File: config.mk
export PLATFORM = sky130hd
export DESIGN_NAME = onedconv_ddr_stream_mover
export DESIGN_NICKNAME = d
export VERILOG_FILES = /design/src/rtl/onedconv_ddr_stream_mover.sv
export SDC_FILE = /design/constraint.sdc
export NUM_CORES = 1
export LEC_CHECK = 0
export ABC_CLOCK_PERIOD_IN_PS = 4400
export BUFFER_PORTS_ARGS = -buffer_cell sky130_fd_sc_hd__clkbuf_2
export CAP_MARGIN = 20
export CORE_AREA = 10 10 162 164
export CTS_CLUSTER_DIAMETER = 50
export DETAILED_ROUTE_END_ITERATION = 6
export DIE_AREA = 0 0 172 174
export PLACE_DENSITY_LB_ADDON = 0.15
export SLEW_MARGIN = 20
export SYNTH_ARGS = -nofsm -noshare
export SYNTH_HDL_FRONTEND = slang
export SYNTH_SLANG_ARGS = --single-unit
File: constraint.sdc
create_clock -name clk -period 4.4 [get_ports clk]
set_input_delay 0.88 -clock clk [delete_from_list [all_inputs] [get_ports clk]]
set_output_delay 0.88 -clock clk [all_outputs]
set_load 0.05 [all_outputs]
File: src/rtl/onedconv_ddr_stream_mover.sv
// Moves DDR AXI-Stream data into the weight/ifmap BRAM banks (round-robin scatter) and gathers ofmap banks out.
// Latency: inbound BRAM write in the same cycle as the beat; first outbound tvalid 2 cycles after entering OUT_XFER.
// Backpressure: s_axis_tready only in IN_XFER; outbound 2-entry skid FIFO holds data stable while m_axis_tready=0.
module onedconv_ddr_stream_mover #(
    parameter int DW             = 16,
    parameter int Dimension      = 16,
    parameter int ADDRESS_LENGTH = 10,
    parameter int LEN_W          = 16
) (
    input  logic                      clk,
    input  logic                      rst_n,
    input  logic                      weight_read_req,
    input  logic                      ifmap_read_req,
    input  logic                      ofmap_write_req,
    input  logic [LEN_W-1:0]          weight_len,
    input  logic [LEN_W-1:0]          ifmap_len,
    input  logic [LEN_W-1:0]          ofmap_len,
    input  logic [DW-1:0]             s_axis_tdata,
    input  logic                      s_axis_tvalid,
    input  logic                      s_axis_tlast,
    output logic                      s_axis_tready,
    output logic [DW-1:0]             m_axis_tdata,
    output logic                      m_axis_tvalid,
    output logic                      m_axis_tlast,
    input  logic                      m_axis_tready,
    output logic [ADDRESS_LENGTH-1:0] wr_addr,
    output logic [DW-1:0]             wr_data,
    output logic [Dimension-1:0]      wea_weight,
    output logic [Dimension-1:0]      wea_ifmap,
    output logic [ADDRESS_LENGTH-1:0] rd_addr,
    output logic [Dimension-1:0]      enb_ofmap,
    input  logic [DW*Dimension-1:0]   ofmap_rd_data,
    output logic                      write_done,
    output logic                      read_done,
    output logic                      busy,
    output logic                      err_tlast
);

    localparam int BW = $clog2(Dimension);

    typedef enum logic [1:0] {IDLE, IN_XFER, OUT_XFER, DONE} state_t;

    state_t           state;
    logic [LEN_W-1:0] len_r;
    logic [LEN_W-1:0] cnt;        // beats written (inbound) or words sent (outbound)
    logic [LEN_W-1:0] issued;     // outbound BRAM reads issued
    logic             dest_weight;
    logic             weight_pend;
    logic             ifmap_pend;
    logic             ofmap_pend;

    logic             grant_w;
    logic             grant_i;
    logic             grant_o;
    logic [LEN_W-1:0] start_len;

    logic             in_beat;
    logic             last_word;
    logic             out_issue;
    logic             out_pop;
    logic [1:0]       occ_after;

    logic             inflight;   // a BRAM read issued last cycle; its data is on ofmap_rd_data now
    logic [BW-1:0]    sel_r;
    logic [DW-1:0]    rd_word;
    logic [DW-1:0]    fifo_mem [2];
    logic             wr_ptr;
    logic             rd_ptr;
    logic [1:0]       fifo_count;

    // Fixed-priority grant of pending requests, only while idle.
    always_comb begin
        grant_w   = 1'b0;
        grant_i   = 1'b0;
        grant_o   = 1'b0;
        if (state == IDLE) begin
            grant_w = weight_pend;
            grant_i = ifmap_pend & ~weight_pend;
            grant_o = ofmap_pend & ~weight_pend & ~ifmap_pend;
        end
        start_len = grant_w ? weight_len : (grant_i ? ifmap_len : ofmap_len);
    end

    // Inbound scatter: beat i goes to bank i mod Dimension at row i / Dimension, written combinationally.
    assign s_axis_tready = (state == IN_XFER);
    assign in_beat       = s_axis_tready & s_axis_tvalid;
    assign last_word     = (cnt == len_r - LEN_W'(1));
    assign wea_weight    = (in_beat &&  dest_weight) ? (Dimension'(1) << cnt[BW-1:0]) : '0;
    assign wea_ifmap     = (in_beat && !dest_weight) ? (Dimension'(1) << cnt[BW-1:0]) : '0;
    assign wr_addr       = in_beat ? ADDRESS_LENGTH'(cnt >> BW) : '0;
    assign wr_data       = in_beat ? s_axis_tdata : '0;

    // Outbound gather: a read is only issued if its data is guaranteed a FIFO slot after this cycle's pop.
    assign m_axis_tvalid = (fifo_count != 2'd0);
    assign out_pop       = m_axis_tvalid & m_axis_tready;
    assign m_axis_tdata  = m_axis_tvalid ? fifo_mem[rd_ptr] : '0;
    assign m_axis_tlast  = m_axis_tvalid & last_word;
    assign occ_after     = fifo_count + {1'b0, inflight} - {1'b0, out_pop};
    assign out_issue     = (state == OUT_XFER) && (issued < len_r) && (occ_after < 2'd2);
    assign enb_ofmap     = out_issue ? (Dimension'(1) << issued[BW-1:0]) : '0;
    assign rd_addr       = out_issue ? ADDRESS_LENGTH'(issued >> BW) : '0;
    assign rd_word       = ofmap_rd_data[sel_r*DW +: DW];

    // Read-return pipeline and 2-entry skid FIFO feeding m_axis.
    always_ff @(posedge clk or negedge rst_n) begin
        if (!rst_n) begin
            inflight    <= 1'b0;
            sel_r       <= '0;
            wr_ptr      <= 1'b0;
            rd_ptr      <= 1'b0;
            fifo_count  <= 2'd0;
            fifo_mem[0] <= '0;
            fifo_mem[1] <= '0;
        end else begin
            inflight <= out_issue;
            if (out_issue) begin
                sel_r <= issued[BW-1:0];
            end
            if (inflight) begin
                fifo_mem[wr_ptr] <= rd_word;
                wr_ptr           <= ~wr_ptr;
            end
            if (out_pop) begin
                rd_ptr <= ~rd_ptr;
            end
            fifo_count <= fifo_count + {1'b0, inflight} - {1'b0, out_pop};
        end
    end

    // Control FSM: request latching, transfer sequencing, registered done/busy/error outputs.
    always_ff @(posedge clk or negedge rst_n) begin
        if (!rst_n) begin
            state       <= IDLE;
            len_r       <= '0;
            cnt         <= '0;
            issued      <= '0;
            dest_weight <= 1'b0;
            weight_pend <= 1'b0;
            ifmap_pend  <= 1'b0;
            ofmap_pend  <= 1'b0;
            busy        <= 1'b0;
            write_done  <= 1'b0;
            read_done   <= 1'b0;
            err_tlast   <= 1'b0;
        end else begin
            write_done  <= 1'b0;
            read_done   <= 1'b0;
            // A repeat pulse while the latch is set (including the grant cycle) is absorbed.
            weight_pend <= grant_w ? 1'b0 : (weight_pend | weight_read_req);
            ifmap_pend  <= grant_i ? 1'b0 : (ifmap_pend  | ifmap_read_req);
            ofmap_pend  <= grant_o ? 1'b0 : (ofmap_pend  | ofmap_write_req);
            case (state)
                IDLE: begin
                    if (grant_w | grant_i | grant_o) begin
                        len_r       <= start_len;
                        cnt         <= '0;
                        issued      <= '0;
                        dest_weight <= grant_w;
                        busy        <= 1'b1;
                        if (start_len == '0) begin
                            state      <= DONE;
                            write_done <= ~grant_o;
                            read_done  <= grant_o;
                        end else begin
                            state <= grant_o ? OUT_XFER : IN_XFER;
                        end
                    end
                end
                IN_XFER: begin
                    if (in_beat) begin
                        cnt <= cnt + LEN_W'(1);
                        // Either the count or tlast ends the transfer; disagreement flags an error.
                        if (last_word || s_axis_tlast) begin
                            if (last_word != s_axis_tlast) begin
                                err_tlast <= 1'b1;
                            end
                            state      <= DONE;
                            write_done <= 1'b1;
                        end
                    end
                end
                OUT_XFER: begin
                    if (out_issue) begin
                        issued <= issued + LEN_W'(1);
                    end
                    if (out_pop) begin
                        cnt <= cnt + LEN_W'(1);
                        if (last_word) begin
                            state     <= DONE;
                            read_done <= 1'b1;
                        end
                    end
                end
                DONE: begin
                    state <= IDLE;
                    busy  <= 1'b0;
                end
                default: begin
                    state <= IDLE;
                    busy  <= 1'b0;
                end
            endcase
        end
    end

endmodule

==> metrics, run 1 <==
post-synthesis instance total=875; count leader, synth=dfrtp_1; CTS Buf Count=9; Sink Count=99; first-pass GRT wire length=54700 µm; MaxCap Viol Count=0; CTS tree=done; FP Rows=56; Syn Std Cell Area=8666 µm²; Post-Syn Nets=1238; Reg2Reg Setup Slack=0.59 ns; slowest cell on the critical path=nor4b_4; Pre-antenna DRT Iters=5; area of the multi-input gates=5818 µm²; final wirelength=35890 µm; Finished Core Util=51.28%; total number of vias=8691; Die ar.=29930 µm²; Period minus WS final=4.157 ns; antenna viol nets, final=0; H-tree level count=3; Global Route met1 Usage=28.43%; core outline area=23120 µm²; chip height=174 µm; CTS root buffer=clkbuf_16; Tot GR Track Use=23.55%; nets=1634; Synth top cells by count=99 x dfrtp_1, 98 x nor2_1, 80 x mux4_2; PwrDens=599.5 nW/µm²; Reg clk slew, reported paths=0.07 ns; Mean Syn Cell Area=9.904 µm²; FMAX=240.6 MHz; GRT Max-Usage Layer=met2; #FFs+latches synth=99; Leakage=0.005944 µW; ys async rst share=100.0%; final hold violation count=0; hold buffer count at CTS=0; drt wl/cell=22.90 µm; Worst Hold Depth=1; period utilization=94.47%; reg2reg end=state[0]; crit end category=output port; worst min path class=reg2reg; post-cts repair resize count=0; # DRC=0; Yosys top cell area share=28.59%; RSZ-0062 raised after global routing=false; startpoint types=flip-flop; # fillers=2171; hpwl dp=30380 µm; yosys warns=0; drt initial violations=560; Port Buf Inserts=434; Setup Buffers After CTS=0; GRT overflow=0; vias in the first global route=9101; met3 usage in global routing=8.133%; max incr delay on CP=0.51 ns; Hold EP=wr_ptr; ys flop type=dfrtp_1; Worst Tran Pin Value=1.101 ns; Vias/cell=5.546; crit path cell chain=inv_1, ha_1, nor4b_4, nand3_1, xor2_1, o211a_1, nor4_4, inv_1, nor2_1, clkbuf_2; Max Root-Sink Buffers=2; WS Path Type=reg2out; I/O Pins=435; GP Congestion=0.9278; # setup viols final=0; VDD IR max=474.8 µV; Die W=172 µm; Final Hold Slack=0.4901 ns; clock skew=0.01289 ns; Max-slew headroom=25.59%; Worst-Skew Late Latency=0.35 ns; ratio of cells with drive above 1 in the final layout=47.26%; CP Max Fanout=9; Initial Util=37.48%; fin. max-slew vios=0; register area share after synthesis=28.59%; reg2reg start=len_r[0]; register area=2482 µm²; Crit path arrival time=3.28 ns; Area Growth Syn to Fin=36.83%; distinct cell type count after synthesis=64; Worst path most repeated cell=inv_1; EDFF count, synth=0; Hold Crit Start=wr_ptr; largest net degree at the start of global routing=62; antenna violations before repair=0; R2R cell count=14; Yosys top cell by area=dfrtp_1; status=completed; met2 Use GR=39.50%; worst endpoint required time=3.52 ns; synth top area cells=dfrtp_1 29%, mux4_2 21%, ha_1 5.1%, mux2_2 4.3%, nor2_1 4.2%
-- metrics by stage --
| stage | instances | instance area, µm² | setup TNS [ns] | worst slack, ns | total power (µW) |
|---|---|---|---|---|---|
| global route | 1566 | 11860 | 0 | 0.02394 | 7554 |
| floorplan | 875 | 8681 | -0.1513 | -0.04173 | 4637 |
| CTS | 1566 | 11840 | 0 | 0.05582 | 7162 |
| finish | 1567 | 11860 | 0 | 0.2433 | 7109 |
| global placement | 1550 | 11510 | 0 | 0.1056 | 6203 |
| detailed placement | 1550 | 11510 | 0 | 0.05780 | 6260 |
-- final cells by class --
cell class | count | share of cell area [%]
repair buffers | 453 | 22.94
diodes | 1 | 0.02110
inverters | 38 | 1.203
clock inverters | 4 | 0.6120
well taps | 290 | 3.060
clock buffers | 12 | 2.163
flip-flops and latches | 99 | 20.93
multi-input cells | 670 | 49.07
-- state kept, by name, summed over array words and instances (netlist names) --
signal / flops
err_tlast: 1
weight_pend: 1
len_r: 16
read_done: 1
wr_ptr: 1
busy: 1
inflight: 1
rd_ptr: 1
fifo_mem: 32
sel_r: 4
cnt: 16
issued: 16
fifo_count: 2
ifmap_pend: 1
dest_weight: 1
state: 2
ofmap_pend: 1
write_done: 1
-- cells in the final DEF, fill, tap and decap left out, types with 17 or more instances in the layout --
cell type / synthesis / layout
mux4_2: 80 / 80
mux2i_1: 19 / 19
and3_1: 56 / 56
a21oi_1: 23 / 23
xor2_1: 18 / 18
nand4_1: 21 / 21
buf_12: 0 / 27
nand2_1: 64 / 63
nor2_1: 98 / 97
inv_1: 37 / 37
ha_1: 35 / 35
a21boi_0: 17 / 17
a32o_1: 17 / 17
mux2_2: 33 / 33
buf_4: 0 / 19
o21ai_0: 36 / 35
dfrtp_1: 99 / 97
clkbuf_2: 0 / 407
-- worst max-delay path: cells and delay by family, from the launching register on --
family / cells / cell delay (ns)
AO/OA/AOI/OAI: 1 / 0.27
flip-flops: 1 / 0.49
AND/OR/NAND/NOR: 4 / 1.24
XOR/XNOR: 1 / 0.16
buffers and inverters: 3 / 0.54
adder cells (fa/ha/maj): 1 / 0.23
-- worst max-delay path by stage --
stage | from | to | slack, ns | depth (start not counted)
after CTS | m_axis_tready | enb_ofmap[10] | 0.06 | 15
after detailed placement | m_axis_tready | enb_ofmap[10] | 0.06 | 15
after floorplan | m_axis_tready | enb_ofmap[10] | -0.04 | 13
after global placement | m_axis_tready | enb_ofmap[10] | 0.11 | 15
after global routing | len_r[0] | m_axis_tlast | 0.02 | 10
final | len_r[0] | m_axis_tlast | 0.24 | 10
-- report_power, final --
group / leakage [µW] / switching, µW / internal, µW
registers: 0.00114 / 479 / 1180
clock network: 0.000159 / 356 / 529
logic: 0.00465 / 2440 / 2120
total: 0.00594 / 3270 / 3830
-- layer usage --
metal,up-vias,routed length (µm)
li1,4079,-
met1,4224,14340
met2,359,17590
met3,29,3339
met4,0,620
met5,-,0
-- cells by family (layout without fill, tap and decap cells) --
| kind of cell | Yosys count | count (layout) | share of synthesized area [%] |
|---|---|---|---|
| simple gates | 325 | 325 | 19.28 |
| compound gates | 144 | 144 | 11.70 |
| mux | 133 | 133 | 27.40 |
| buf+inv | 106 | 507 | 4.649 |
| flops | 99 | 99 | 28.59 |
| fa+ha+maj | 35 | 35 | 5.053 |
| xor+xnor | 33 | 33 | 3.335 |
| other cells | 0 | 1 | 0 |
Power figures use the tool's default switching activity.
==> inputs of run 2 (changes only) <==
Settings changed: CELL_PAD_IN_SITES_DETAIL_PLACEMENT set to 1, CELL_PAD_IN_SITES_GLOBAL_PLACEMENT set to 1, CORE_AREA 10 10 162 164 to unset, CORE_MARGIN set to 10, CORE_UTILIZATION set to 34, DIE_AREA 0 0 172 174 to unset.
==> run 2 against run 1 <==
Worst hold slack better by 0.017 ns; worst setup slack got worse by 0.057 ns; largest cell class unchanged; count of clock-buffer cells in the layout unchanged; total power rose by 0.43%; sequential power about the same; sequential share of layout area fell by 0.15 points; non-clock buffer count is 8 higher; design area increased by 0.74%; die area up 7.8%; via count grew 3.4%; cell count is 3.4% higher.
==> metrics, run 2 (synthesis results as in run 1) <==
FP Rows=58 (+3.6%); FMAX=237.3 MHz (-1.4%); MaxCap Viol Count=0 (unchanged); Critical Path Start=m_axis_tready; core outline area=25110 µm² (+8.6%); period utilization=95.78% (+1.3 points); most frequent cells in the layout=407 x clkbuf_2, 97 x nor2_1, 97 x dfrtp_1; I/O Pins=435 (unchanged); Die ar.=32270 µm² (+7.8%); drt wl/cell=25.36 µm (+11%); H-tree level count=3 (unchanged); total number of vias=8986 (+3.4%); Max Root-Sink Buffers=2 (unchanged); CP Max Fanout=5 (-4); RSZ-0062 raised after global routing=true; Setup WS pre-CTS=0.03880 ns (-0.01901 ns); Area Growth Syn to Fin=37.84%; reg2reg end=state[0]; CTS tree=done; antenna viol nets, final=0 (unchanged); largest net degree at the start of global routing=56 (-9.7%); chip height=179.7 µm (+3.2%); final hold violation count=0 (unchanged); Pre-antenna DRT Iters=5 (unchanged); design area=11950 µm² (+0.74%); clock skew=0.01325 ns (+0.0003682 ns); # DRC=0 (unchanged); Tot GR Track Use=24.69% (+1.1 points); startpoint types=input pin; antenna violations before repair=16 (+16); CTS Buf Count=9 (unchanged); Reg2Reg Setup Slack=0.75 ns (+0.16 ns); Worst Hold Depth=1 (unchanged); Period minus WS final=4.214 ns (+0.05741 ns); crit end category=output port; hold buffer count at CTS=0 (unchanged); Biggest register=fifo_mem; GRT overflow=0 (unchanged); fin. max-slew vios=0 (unchanged); first-pass GRT wire length=62160 µm (+14%); slack of the critical path=0.1858 ns (-0.05741 ns); commonest non-fill, non-tap cell in the layout=clkbuf_2; Reg clk slew, reported paths=0.06 ns (about the same); status=completed; Sink Count=99 (unchanged); worst min path class=reg2reg; R2R cell count=14 (unchanged); # setup viols final=0 (unchanged); GP Congestion=0.9621 (+3.7%); Leakage=0.005979 µW (+0.59%); Port Buf Inserts=434 (unchanged); final wirelength=41080 µm (+14%); vias in the first global route=9575 (+5.2%); WS Path Type=in2out; Final Hold Slack=0.5069 ns (+0.01684 ns); worst endpoint required time=3.52 ns (about the same); Die W=179.7 µm (+4.4%); reg2reg start=len_r[0]; hpwl dp=34750 µm (+14%); max reg flops=32 (unchanged); CTS root buffer=clkbuf_16; drt initial violations=464 (-17%); VDD IR max=462.1 µV (-2.7%); Worst Tran Pin Value=0.9023 ns (-0.1984 ns); nets=1642 (+0.49%); Vias/cell=5.547 (about the same); Crit path arrival time=3.33 ns (+0.05 ns); Worst-Skew Late Latency=0.36 ns (about the same); Max-slew headroom=39.62% (+14 points); PwrDens=597.7 nW/µm² (-0.31%); Finished Core Util=47.57% (-3.7 points); Initial Util=34.51% (-3.0 points); critical path endpoint=enb_ofmap[9]; Area after DPL=11600 µm² (+0.74%); ratio of cells with drive above 1 in the final layout=47.66% (+0.41 points)
## run 2: cell count changes in the layout (fill, tap and decap cells not counted), sizes merged
cell    change
clkbuf      +1
diode       +5
bufinv      -2
clkinv      +2
buf         +7
## run 2: worst min path at each step
| stage | slack, ns | to | start |
|---|---|---|---|
| 2_1_floorplan | 0.46 | wr_ptr | wr_ptr |
| 3_3_place_gp | 0.46 | err_tlast | err_tlast |
| 3_5_place_dp | 0.49 | err_tlast | err_tlast |
| 4_1_cts | 0.51 | err_tlast | err_tlast |
| 5_1_grt | 0.52 | fifo_mem[10] | fifo_mem[10] |
| 6_report | 0.51 | fifo_mem[24] | fifo_mem[24] |
## run 2: through the flow
| stage | TNS, ns | total power (µW) | instances |
|---|---|---|---|
| after floorplan | -0.1513 | 4637 | 875 |
| after global placement | 0 | 6265 | 1596 |
| after detailed placement | 0 | 6340 | 1596 |
| after CTS | 0 | 7120 | 1612 |
| after global routing | -0.2673 | 7609 | 1617 |
| final | 0 | 7139 | 1620 |
## run 2: metal layers
metal	wire length, µm	share of wire (%)	global-route usage (%)
met5	128	0.31	0
met1	17560	43	31.63
met2	19390	47	39.94
met4	480	1.2	4.300
met3	3524	8.6	8.434
## run 2: where the power goes
part | switching [µW] | internal [µW]
registers | 444 | 1180
logic | 2600 | 2160
clock network | 357 | 399
## run 2: repair_timing
action | CTS | global route
setup endpoints to repair | 0 | 18
resized for setup | 0 | 9
setup buffers | 0 | 1
## run 2: critical path, stage by stage
cell       delay (ns)
clkbuf_2         0.08
o21ai_1          0.08
inv_1            0.09
ha_1             0.28
inv_1            0.04
ha_1             0.20
xnor2_2          0.16
xnor2_2          0.17
a2111oi_2        0.22
buf_4            0.17
o31a_1           0.15
nand2_1          0.10
inv_1            0.11
nand2_2          0.16
nor3b_4          0.28
buf_12           0.17
## run 2: final cells by class
| cell class | count | area, µm² |
|---|---|---|
| clock buffer | 12 | 246.5 |
| sequential | 99 | 2482 |
| multi-input combinational | 670 | 5852 |
| tap | 330 | 412.9 |
| fill | 3029 | 13160 |
| clock inverter | 4 | 26.28 |
| antenna | 6 | 15.01 |
| inverter | 38 | 142.6 |
| timing repair buffer | 461 | 2768 |
